--- src/rtl/ppu_bus_pkg.sv ---
// Shared types and constants for the picoPPU host-side bus master.
package ppu_bus_pkg;

    localparam int DATA_W    = 8;
    localparam int SEL_W     = 3;
    localparam int DMA_CNT_W = 9;

    // Default PPU register map entries used by the master
    localparam logic [SEL_W-1:0] REG_PPUCTRL = 3'd0;
    localparam logic [SEL_W-1:0] REG_OAMADDR = 3'd3;
    localparam logic [SEL_W-1:0] REG_OAMDATA = 3'd4;

    // Bus-cycle timing generator states
    typedef enum logic [1:0] {
        CYC_IDLE,
        CYC_SETUP,
        CYC_STROBE,
        CYC_HOLD
    } cyc_state_t;

    // Arbitration / DMA sequencer states
    typedef enum logic [2:0] {
        M_IDLE,
        M_HOST,
        M_FETCH,
        M_CAPTURE,
        M_DMA
    } mst_state_t;

    // Index of the last data byte of a burst, in byte-counter width
    function automatic logic [DMA_CNT_W-1:0] last_byte_idx(input int len);
        return DMA_CNT_W'(len - 1);
    endfunction

endpackage

--- src/rtl/ppu_bus_cycle.sv ---
// One 65C02-style bus cycle: SETUP (phi2 low, cs asserted), STROBE (phi2 high),
// HOLD (cs released, write data still driven). All pin outputs are registered.
module ppu_bus_cycle
    import ppu_bus_pkg::*;
#(
    parameter int PHI2_LO_CYCLES = 4,
    parameter int PHI2_HI_CYCLES = 4
) (
    input  logic              clk,
    input  logic              reset,
    input  logic              start,
    input  logic              start_rw,
    input  logic [SEL_W-1:0]  start_reg,
    input  logic [DATA_W-1:0] start_wdata,
    output logic              cyc_done,
    output logic              rd_valid,
    output logic [DATA_W-1:0] rd_data,
    output logic              bus_phi2,
    output logic              bus_cs,
    output logic              bus_cs_b,
    output logic              bus_we_b,
    output logic [SEL_W-1:0]  bus_reg_sel,
    output logic [DATA_W-1:0] bus_dout,
    output logic              bus_doe,
    input  logic [DATA_W-1:0] bus_din
);

    localparam int MAX_PH = (PHI2_LO_CYCLES > PHI2_HI_CYCLES) ? PHI2_LO_CYCLES : PHI2_HI_CYCLES;
    localparam int PH_W   = (MAX_PH > 1) ? $clog2(MAX_PH) : 1;
    localparam logic [PH_W-1:0] LO_LAST = PH_W'(PHI2_LO_CYCLES - 1);
    localparam logic [PH_W-1:0] HI_LAST = PH_W'(PHI2_HI_CYCLES - 1);

    cyc_state_t        state_q, state_d;
    logic [PH_W-1:0]   ph_cnt_q, ph_cnt_d;
    logic              rw_q, rw_d;
    logic [SEL_W-1:0]  sel_q, sel_d;
    logic [DATA_W-1:0] wdata_q, wdata_d;
    logic [DATA_W-1:0] rdata_q, rdata_d;
    logic              phi2_q, phi2_d;
    logic              cs_q, cs_d;
    logic              we_b_q, we_b_d;
    logic              doe_q, doe_d;
    logic              rd_valid_q, rd_valid_d;

    // Phase sequencing; pin values are derived from the next state so they change with it
    always_comb begin
        state_d  = state_q;
        ph_cnt_d = ph_cnt_q;
        rw_d     = rw_q;
        sel_d    = sel_q;
        wdata_d  = wdata_q;
        rdata_d  = rdata_q;
        case (state_q)
            CYC_IDLE: begin
                if (start) begin
                    state_d  = CYC_SETUP;
                    ph_cnt_d = '0;
                    rw_d     = start_rw;
                    sel_d    = start_reg;
                    if (!start_rw) begin
                        wdata_d = start_wdata;
                    end
                end
            end
            CYC_SETUP: begin
                if (ph_cnt_q == LO_LAST) begin
                    state_d  = CYC_STROBE;
                    ph_cnt_d = '0;
                end else begin
                    ph_cnt_d = ph_cnt_q + PH_W'(1);
                end
            end
            CYC_STROBE: begin
                if (ph_cnt_q == HI_LAST) begin
                    state_d  = CYC_HOLD;
                    ph_cnt_d = '0;
                    // PPU data is sampled on the last phi2-high clock
                    if (rw_q) begin
                        rdata_d = bus_din;
                    end
                end else begin
                    ph_cnt_d = ph_cnt_q + PH_W'(1);
                end
            end
            CYC_HOLD: begin
                state_d = CYC_IDLE;
            end
            default: begin
                state_d = CYC_IDLE;
            end
        endcase

        phi2_d     = (state_d == CYC_STROBE);
        cs_d       = (state_d == CYC_SETUP) || (state_d == CYC_STROBE);
        we_b_d     = !(cs_d && !rw_d);
        doe_d      = !rw_d && (state_d != CYC_IDLE);
        rd_valid_d = rw_d && (state_d == CYC_HOLD);
    end

    // State, latched request fields and registered pin outputs
    always_ff @(posedge clk or posedge reset) begin
        if (reset) begin
            state_q    <= CYC_IDLE;
            ph_cnt_q   <= '0;
            rw_q       <= 1'b1;
            sel_q      <= REG_PPUCTRL;
            wdata_q    <= '0;
            rdata_q    <= '0;
            phi2_q     <= 1'b0;
            cs_q       <= 1'b0;
            we_b_q     <= 1'b1;
            doe_q      <= 1'b0;
            rd_valid_q <= 1'b0;
        end else begin
            state_q    <= state_d;
            ph_cnt_q   <= ph_cnt_d;
            rw_q       <= rw_d;
            sel_q      <= sel_d;
            wdata_q    <= wdata_d;
            rdata_q    <= rdata_d;
            phi2_q     <= phi2_d;
            cs_q       <= cs_d;
            we_b_q     <= we_b_d;
            doe_q      <= doe_d;
            rd_valid_q <= rd_valid_d;
        end
    end

    assign cyc_done    = (state_q == CYC_HOLD);
    assign rd_valid    = rd_valid_q;
    assign rd_data     = rdata_q;
    assign bus_phi2    = phi2_q;
    assign bus_cs      = cs_q;
    assign bus_cs_b    = ~cs_q;
    assign bus_we_b    = we_b_q;
    assign bus_reg_sel = sel_q;
    assign bus_dout    = wdata_q;
    assign bus_doe     = doe_q;

endmodule

--- src/rtl/ppu_bus_master.sv ---
// Host-side picoPPU register-port master: arbitrates single host accesses against
// an OAM DMA engine (manual or NMI-triggered) and drives one bus cycle at a time.
module ppu_bus_master
    import ppu_bus_pkg::*;
#(
    parameter int               PHI2_LO_CYCLES = 4,
    parameter int               PHI2_HI_CYCLES = 4,
    parameter int               DMA_LEN        = 256,
    parameter logic [SEL_W-1:0] OAMADDR_REG    = REG_OAMADDR,
    parameter logic [SEL_W-1:0] OAMDATA_REG    = REG_OAMDATA
) (
    input  logic              clk,
    input  logic              reset,
    input  logic              req_valid,
    output logic              req_ready,
    input  logic              req_rw,
    input  logic [SEL_W-1:0]  req_reg,
    input  logic [DATA_W-1:0] req_wdata,
    output logic              rsp_valid,
    output logic [DATA_W-1:0] rsp_rdata,
    input  logic              dma_start,
    input  logic              dma_auto_en,
    output logic              dma_busy,
    output logic              dma_done,
    input  logic              nmi_n,
    output logic [7:0]        src_addr,
    output logic              src_en,
    input  logic [DATA_W-1:0] src_data,
    output logic              bus_phi2,
    output logic              bus_cs,
    output logic              bus_cs_b,
    output logic              bus_we_b,
    output logic [SEL_W-1:0]  bus_reg_sel,
    output logic [DATA_W-1:0] bus_dout,
    output logic              bus_doe,
    input  logic [DATA_W-1:0] bus_din
);

    mst_state_t            state_q, state_d;
    logic                  dma_busy_q, dma_busy_d;
    logic                  dma_done_q, dma_done_d;
    logic                  addr_phase_q, addr_phase_d;
    logic [DMA_CNT_W-1:0]  byte_cnt_q, byte_cnt_d;
    logic [7:0]            src_addr_q, src_addr_d;
    logic                  rdy_en_q, rdy_en_d;
    logic                  nmi_s1_q, nmi_s1_d;
    logic                  nmi_s2_q, nmi_s2_d;
    logic                  nmi_prev_q, nmi_prev_d;

    logic                  nmi_fall;
    logic                  dma_trig;
    logic                  ready_int;
    logic                  cyc_start;
    logic                  cyc_rw;
    logic [SEL_W-1:0]      cyc_reg;
    logic [DATA_W-1:0]     cyc_wdata;
    logic                  cyc_done;

    assign nmi_fall = nmi_prev_q & ~nmi_s2_q;
    assign dma_trig = dma_start | (dma_auto_en & nmi_fall);
    // A DMA request in the same cycle wins over the host, so it masks ready combinationally
    assign ready_int = rdy_en_q && (state_q == M_IDLE) && !dma_busy_q && !dma_done_q && !dma_trig;

    // Arbitration, DMA sequencing and NMI edge detection
    always_comb begin
        state_d      = state_q;
        dma_busy_d   = dma_busy_q;
        dma_done_d   = 1'b0;
        addr_phase_d = addr_phase_q;
        byte_cnt_d   = byte_cnt_q;
        src_addr_d   = src_addr_q;
        rdy_en_d     = 1'b1;
        nmi_s1_d     = nmi_n;
        nmi_s2_d     = nmi_s1_q;
        nmi_prev_d   = nmi_s2_q;
        cyc_start    = 1'b0;
        cyc_rw       = req_rw;
        cyc_reg      = req_reg;
        cyc_wdata    = req_wdata;

        // Triggers while a burst is active are dropped
        if (dma_trig && !dma_busy_q) begin
            dma_busy_d   = 1'b1;
            addr_phase_d = 1'b1;
            byte_cnt_d   = '0;
            src_addr_d   = 8'h00;
        end

        case (state_q)
            M_IDLE: begin
                if (dma_busy_q) begin
                    if (addr_phase_q) begin
                        cyc_start = 1'b1;
                        cyc_rw    = 1'b0;
                        cyc_reg   = OAMADDR_REG;
                        cyc_wdata = '0;
                        state_d   = M_DMA;
                    end else begin
                        state_d = M_FETCH;
                    end
                end else if (req_valid && ready_int) begin
                    cyc_start = 1'b1;
                    state_d   = M_HOST;
                end
            end
            M_HOST: begin
                if (cyc_done) begin
                    state_d = M_IDLE;
                end
            end
            M_FETCH: begin
                state_d = M_CAPTURE;
            end
            M_CAPTURE: begin
                // src_data answers the previous cycle's src_en
                cyc_start  = 1'b1;
                cyc_rw     = 1'b0;
                cyc_reg    = OAMDATA_REG;
                cyc_wdata  = src_data;
                src_addr_d = src_addr_q + 8'd1;
                state_d    = M_DMA;
            end
            M_DMA: begin
                if (cyc_done) begin
                    if (addr_phase_q) begin
                        addr_phase_d = 1'b0;
                        state_d      = M_FETCH;
                    end else if (byte_cnt_q == last_byte_idx(DMA_LEN)) begin
                        dma_busy_d = 1'b0;
                        dma_done_d = 1'b1;
                        byte_cnt_d = '0;
                        state_d    = M_IDLE;
                    end else begin
                        byte_cnt_d = byte_cnt_q + DMA_CNT_W'(1);
                        state_d    = M_FETCH;
                    end
                end
            end
            default: begin
                state_d = M_IDLE;
            end
        endcase
    end

    // Sequencer state and NMI synchroniser registers
    always_ff @(posedge clk or posedge reset) begin
        if (reset) begin
            state_q      <= M_IDLE;
            dma_busy_q   <= 1'b0;
            dma_done_q   <= 1'b0;
            addr_phase_q <= 1'b0;
            byte_cnt_q   <= '0;
            src_addr_q   <= 8'h00;
            rdy_en_q     <= 1'b0;
            nmi_s1_q     <= 1'b1;
            nmi_s2_q     <= 1'b1;
            nmi_prev_q   <= 1'b1;
        end else begin
            state_q      <= state_d;
            dma_busy_q   <= dma_busy_d;
            dma_done_q   <= dma_done_d;
            addr_phase_q <= addr_phase_d;
            byte_cnt_q   <= byte_cnt_d;
            src_addr_q   <= src_addr_d;
            rdy_en_q     <= rdy_en_d;
            nmi_s1_q     <= nmi_s1_d;
            nmi_s2_q     <= nmi_s2_d;
            nmi_prev_q   <= nmi_prev_d;
        end
    end

    ppu_bus_cycle #(
        .PHI2_LO_CYCLES (PHI2_LO_CYCLES),
        .PHI2_HI_CYCLES (PHI2_HI_CYCLES)
    ) u_cycle (
        .clk         (clk),
        .reset       (reset),
        .start       (cyc_start),
        .start_rw    (cyc_rw),
        .start_reg   (cyc_reg),
        .start_wdata (cyc_wdata),
        .cyc_done    (cyc_done),
        .rd_valid    (rsp_valid),
        .rd_data     (rsp_rdata),
        .bus_phi2    (bus_phi2),
        .bus_cs      (bus_cs),
        .bus_cs_b    (bus_cs_b),
        .bus_we_b    (bus_we_b),
        .bus_reg_sel (bus_reg_sel),
        .bus_dout    (bus_dout),
        .bus_doe     (bus_doe),
        .bus_din     (bus_din)
    );

    assign req_ready = ready_int;
    assign dma_busy  = dma_busy_q;
    assign dma_done  = dma_done_q;
    assign src_addr  = src_addr_q;
    assign src_en    = (state_q == M_FETCH);

endmodule

--- config.mk ---
export PLATFORM = sky130hd
export DESIGN_NAME = ppu_bus_master
export DESIGN_NICKNAME = d
export VERILOG_FILES = /design/src/rtl/ppu_bus_pkg.sv /design/src/rtl/ppu_bus_cycle.sv /design/src/rtl/ppu_bus_master.sv
export SDC_FILE = /design/constraint.sdc
export NUM_CORES = 1
export LEC_CHECK = 0
export CAP_MARGIN = 40
export CORE_UTILIZATION = 34
export DETAILED_ROUTE_END_ITERATION = 10
export PLACE_DENSITY = 0.6
export SLEW_MARGIN = 15
export SYNTH_ARGS = -nofsm -noshare
export SYNTH_HDL_FRONTEND = slang
export SYNTH_SLANG_ARGS = --single-unit
export TNS_END_PERCENT = 30
--- constraint.sdc ---
create_clock -name clk -period 2.7 [get_ports clk]
set_input_delay 0.54 -clock clk [delete_from_list [all_inputs] [get_ports clk]]
set_output_delay 0.54 -clock clk [all_outputs]
set_load 0.005 [all_outputs]
## After elaboration in Yosys (flattened, before gate mapping)

Cells that the tools add are included.

| operators by class | value |
|---|---|
| $add $sub $neg | 3 |
| eq/ne operators | 16 |
| mux-type cells | 50 |
| bitwise gates (word level) | 6 |
| reduce and logical (&&, ||, !) cells | 26 |

Operator list:

| kind | count |
|---|---|
| $mux W9 | 5 |
| $mux W8 | 4 |
| $mux W3 | 7 |
| $mux W1 | 20 |
| $pmux W8 S2 | 1 |
| $pmux W3 S5 | 1 |
| $mux W2 | 7 |
| $eq A2 B2 Y1 const B | 5 |
| $add A9 B1 Y9 const B | 1 |
| $eq A9 B8 Y1 const B | 1 |
| $logic_and A1 B1 Y1 | 9 |
| $reduce_and A3 Y1 | 3 |
| $add A8 B1 Y8 const B | 1 |
| $pmux W2 S4 | 1 |
| $eq A3 B2 Y1 const B | 2 |
| $ne A2 B2 Y1 const B | 3 |
| $pmux W3 S2 | 1 |
| $reduce_bool A2 Y1 | 3 |
| $logic_not A1 Y1 | 5 |
| $eq A2 B1 Y1 const B | 2 |
| $pmux W1 S2 | 2 |
| $pmux W2 S2 | 1 |
| $reduce_and A2 Y1 | 2 |
| $eq A3 B1 Y1 const B | 1 |
| 10 further kinds | 13 |

| storage, ports and cells | value |
|---|---|
| bits in registers | 56 |
| input port bits | 34 |
| output and inout port bits | 37 |
| word-level logic and storage cells | 122 |

## Logic depth before layout (Yosys ltp)

| logic depth | value |
|---|---|
| depth in word-level cells | 16 |
| depth in mapped cells | 8 |
| gate-level depth less buffers | 8 |

## By module

Synthesis repeated with hierarchy kept, for this count alone.

| second synthesis, totals | value |
|---|---|
| cells, all modules | 250 |
| area, all modules | 2826.5 um2 |

Modules (own cells, without submodules):

| module | times used | cells an instance | area an instance (um2) | seq. area each (um2) |
|---|---|---|---|---|
| ppu_bus_master | 1 | 165 | 1526.5 | 679.4 |
| ppu_bus_cycle | 1 | 85 | 1300.0 | 728.2 |

## Worst setup path before layout

No wires, ideal clock.

| timing path | value |
|---|---|
| kind | flip-flop to flip-flop |
| start point | reg dma_busy_q (netlist: dma_busy) |
| end point | reg u_cycle.doe_q (netlist: u_cycle.bus_doe) |
| library setup time | 0.101 ns |
| arrival time | 2.393 ns |
| data required time | 2.599 ns |
| path slack | 0.206 ns |
| stages on the path, launching flop included | 9 |
| buffers on the path | 2 |
| clock period less this slack | 2.494 ns |
| cells stage by stage | dfrtp_1 > buf_6 > or4_4 > or4_1 > buf_2 > a31oi_1 > o32ai_1 > ha_1 > nor4_1 |

| on the way | value |
|---|---|
| word-level cells in the longest chain between the ends | 12 |
| elaborated cells on any way between the ends | 17 |
| those cells by class | 9 x mux; 8 x reduce/logical |

RTL lines:

| what | line | text |
|---|---|---|
| start: declaration | ppu_bus_master.sv:40 | `logic dma_busy_q, dma_busy_d;` |
| start signal: assignment | ppu_bus_master.sv:160 | `dma_busy_q <= dma_busy_d;` |
| $logic_not A1 Y1 | ppu_bus_master.sv:62 | `assign ready_int = rdy_en_q && (state_q == M_IDLE) && !dma_busy_q && !dma_done_q && !dma_trig;` |
| $logic_and A1 B1 Y1 (3 in series) | ppu_bus_master.sv:62 |  |
| $logic_and A1 B1 Y1 | ppu_bus_master.sv:101 | `end else if (req_valid && ready_int) begin` |
| $mux W1 | ppu_bus_master.sv:101 |  |
| $mux W1 | ppu_bus_master.sv:91 | `if (dma_busy_q) begin` |
| $pmux W1 S2 | ppu_bus_master.sv:89 | `case (state_q)` |
| $mux W2 or $mux W1 (tied branches) | ppu_bus_cycle.sv:55 | `if (start) begin` |
| $pmux W2 S4 or $mux W1 (tied branches) | ppu_bus_cycle.sv:53 | `case (state_q)` |
| $reduce_bool A2 Y1 or $logic_not A1 Y1 (tied branches) | ppu_bus_cycle.sv:96 | `doe_d = !rw_d && (state_d != CYC_IDLE);` |
| $logic_and A1 B1 Y1 * | ppu_bus_cycle.sv:96 |  |
| via u_cycle.doe_d | ppu_bus_cycle.sv:42 | `logic doe_q, doe_d;` |
| end signal: assignment | ppu_bus_cycle.sv:124 | `doe_q <= doe_d;` |
| end: declaration | ppu_bus_cycle.sv:42 |  |

The timed path passes the listed nets; every way through them passes the cells marked *.
A chain may end at the register's enable or synchronous reset.

## Worst setup path in the final report

| timing path | value |
|---|---|
| start point | reg state_q[2] |
| end point | out req_ready |

| on the way | value |
|---|---|
| word-level cells in the longest chain between the ends | 5 |

RTL lines:

| what | line | text |
|---|---|---|
| start: declaration | ppu_bus_master.sv:39 | `mst_state_t state_q, state_d;` |
| start signal: assignment | ppu_bus_master.sv:159 | `state_q <= state_d;` |
| $logic_not A3 Y1 | ppu_bus_master.sv:62 |  |
| $logic_and A1 B1 Y1 (4 in series) | ppu_bus_master.sv:62 |  |
| end: declaration | ppu_bus_master.sv:15 | `output logic req_ready,` |

Every way passes these cells.

==> results by group <==
Outcome
  – Status: completed

Detailed routing
  – WL per Instance: 13.8 um
  – Via density: 5.04
  – Initial detailed-routing violation count: 105
  – Antenna-violating nets left: 0
  – Final WL: 6210 um
  – Vias: 2263
  – Drc violations: 0
  – Drt pass-1 iters: 4

Clock network
  – Maximum clock path buffer count: 2
  – Root buffer cell: clkbuf_8
  – Cts hold-fix bufs: 0
  – CTS tree: built
  – Total CTS buffers: 5
  – Clock Latency Late Sink: 310 ps
  – H-tree levels: 2
  – Clk slew on worst S/H paths: 100 ps
  – Clock sink total: 56

Power and ir drop
  – P per Cell Area: 885 nW/um^2
  – LEAKAGE: 1.67 nW
  – Max IR drop VDD: 0.268 mV

Worst hold path
  – HP Class: reg -> reg

STA
  – Final Setup Violations: 0
  – Worst Tran Pin Value: 563 ps
  – Clock Skew: 7.75 ps
  – Ratio of final minimum period to clock period: 98.1%
  – Slew HR: 62.4%
  – Fin crit period: 2650 ps
  – Min Hold Slack: 362 ps
  – Fin. max-slew vios: 0
  – Final hold vios: 0
  – Achievable frequency: 378 MHz
  – Setup TNS: 0 ps
  – Final WS setup: 52.3 ps

Logic synthesis
  – Syn_nets: 313
  – Compound-cell area share of the yosys netlist: 15.0%
  – Mux contribution to synthesized area: 10.3%
  – Post-synth top flop: dfrtp_1
  – Gate Count Post-Synth: 267
  – Seq/Total Area, Yosys: 49.5%
  – Asr flop ratio synth: 100%
  – Simple-Gate Fraction of Synth Area: 16.1%
  – Synth Area in Adders: 5.28%
  – Avg Cell Area, Syn: 10.7 um^2
  – Main combinational cell family by area after synthesis: simple AND/OR/NAND/NOR gates
  – Synth Cell Area: 2850 um^2
  – Netlist cell types: 50
  – XOR/XNOR share of the synthesized area: 0%
  – Yosys warns: 0
  – Yosys reg bits: 56
  – Number of synthesized flops with an enable pin: 0

Finish
  – Area grow syn2layout: 35.0%
  – FILL cells: 785
  – Final Instance Area: 3840 um^2
  – Post-Layout Cell Count: 449
  – Share of cells above drive strength 1: 14.2%
  – Sequential cell area: 1410 um^2
  – Multi-input logic area: 1340 um^2
  – Final nets: 389
  – Antenna diodes: 0
  – Commonest non-fill, non-tap cell in the layout: clkdlybuf4s50_1
  – Most frequent cells in the layout: clkdlybuf4s50_1 (70), dfrtp_1 (51), mux2_2 (19)

Place
  – RD Place Congestion: 0.782
  – Place WS: -30.7 ps
  – Final HPWL DP: 4500 um
  – Post-Place Cell Area: 3720 um^2
  – DP Cell Count: 441
  – IO Port Bufs: 70

Worst setup path
  – Critical Path End Type: primary output
  – Crit path launch type: flip-flop
  – Critical path fanouts, max: 3
  – Critical path class: reg -> out
  – Data required, critical path: 2160 ps
  – Arr. time, crit path: 2110 ps

Global route
  – Largest net degree at the start of global routing: 48
  – Vias in the first global route: 2092
  – Met2 Use GR: 21.7%
  – Antenna violations before repair: 0
  – Grt peak-use layer: met2
  – Grt total ovfl: 0
  – Met1 Use GR: 21.1%
  – GRT Util Overall: 14.6%
  – Grt met3 use: 3.74%
  – First-pass GRT wire length: 10100 um

Floorplan
  – IO Pins: 71
  – Die area: 8740 um^2
  – Die Wd: 93.5 um
  – Initial Util: 34.8%
  – Core footprint: 8180 um^2
  – Die Y: 93.5 um
  – Rows: 33

Run
  – Max Cap Violations: 0
-- final timing paths --
kind	end	startpoint	slack [ps]	depth (start not counted)
min in group asynchronous	u_cycle.rd_data[1]	reset	450	2
hold / removal	nmi_prev_d	nmi_s1_q	360	0
max in group asynchronous	u_cycle.rw_q	reset	1670	3
hold reg to reg	nmi_prev_d	nmi_s1_q	360	0
setup reg to reg	u_cycle.bus_doe	state_q[2]	180	6
setup / recovery	req_ready	state_q[2]	50	3
-- metal layers --
layer | up-vias | routed length, um
li1 | 1123 | -
met1 | 1077 | 3160
met2 | 58 | 2670
met3 | 5 | 329
met4 | 0 | 57
met5 | - | 0
-- what timing repair did --
| action | in CTS | in global routing |
|---|---|---|
| endpoints found under the setup margin | 0 | 1 |
| setup buffers | 0 | 0 |
| endpoints found under the hold margin | 0 | 0 |
| gates resized for setup | 0 | 1 |
-- area by class of cell --
type,count,area share (%)
clock buffer,5,1.79
sequential,56,36.6
inverter,11,1.07
timing repair buffer,83,21.1
clock inverter,3,1.11
tap,105,3.42
multi-input combinational,186,34.9
-- Yosys cell counts (2+ instances only) --
master	number	share of area, %
inv_1	11	1.5
nor2b_1	3	0.66
a21boi_0	2	0.53
nor3_1	4	0.70
o21bai_1	2	0.53
nand3_1	13	2.3
a21oi_1	9	1.6
nand2b_1	2	0.44
mux2i_1	8	2.8
nor4_1	4	0.88
clkbuf_1	11	1.5
mux2_2	19	7.5
nand4_1	4	0.88
nor2_1	16	2.1
o21ai_0	15	2.6
a22o_1	10	3.1
a21o_1	5	1.3
and3_1	7	1.5
or4_1	2	0.53
a31oi_1	3	0.66
or3_1	2	0.44
and3b_1	2	0.62
a211oi_1	2	0.53
nand3b_1	4	1.1
dfstp_2	5	4.6
nand2_1	15	2.0
dfrtp_1	51	45
o21a_1	2	0.53
a32o_1	2	0.70
ha_1	12	5.3
-- worst max-delay path: stages, from the launching register on --
cell and delay (ps):
dfrtp_1 390, or4_4 570, nor4b_2 280, clkdlybuf4s50_1 560
-- where the power goes --
group | switching, W | leakage (nW) | internal [W]
Combinational | 0.000680 | 0.933 | 0.000867
Clock | 0.000277 | 0.0541 | 0.000275
Sequential | 0.000196 | 0.680 | 0.00111
-- flip-flops by register name (all words and copies together) (netlist names), 2 cells and up --
signal and count:
byte_cnt_q 9, src_addr 8, u_cycle.bus_dout 8, u_cycle.rd_data 8, state_q 3, u_cycle.bus_reg_sel 3, u_cycle.ph_cnt_q 2, u_cycle.state_q 2
-- logic make-up (layout without fill, tap and decap cells) --
family,after synthesis,after routing
multiplexers,27,27
AND/OR/NAND/NOR,84,84
AO/OA/AOI/OAI,62,62
other,1,1
adder cells (fa/ha/maj),12,12
flip-flops,56,56
buffers and inverters,25,102
-- stage by stage --
stage | total power (W) | util [%]
detailed placement | 0.00288 | 45.6
global placement | 0.00284 | 45.6
CTS | 0.00344 | 46.9
floorplan | 0.00220 | -
global route | 0.00366 | 47.0
finish | 0.00340 | 47.0
(Power assumes the default switching activity.)
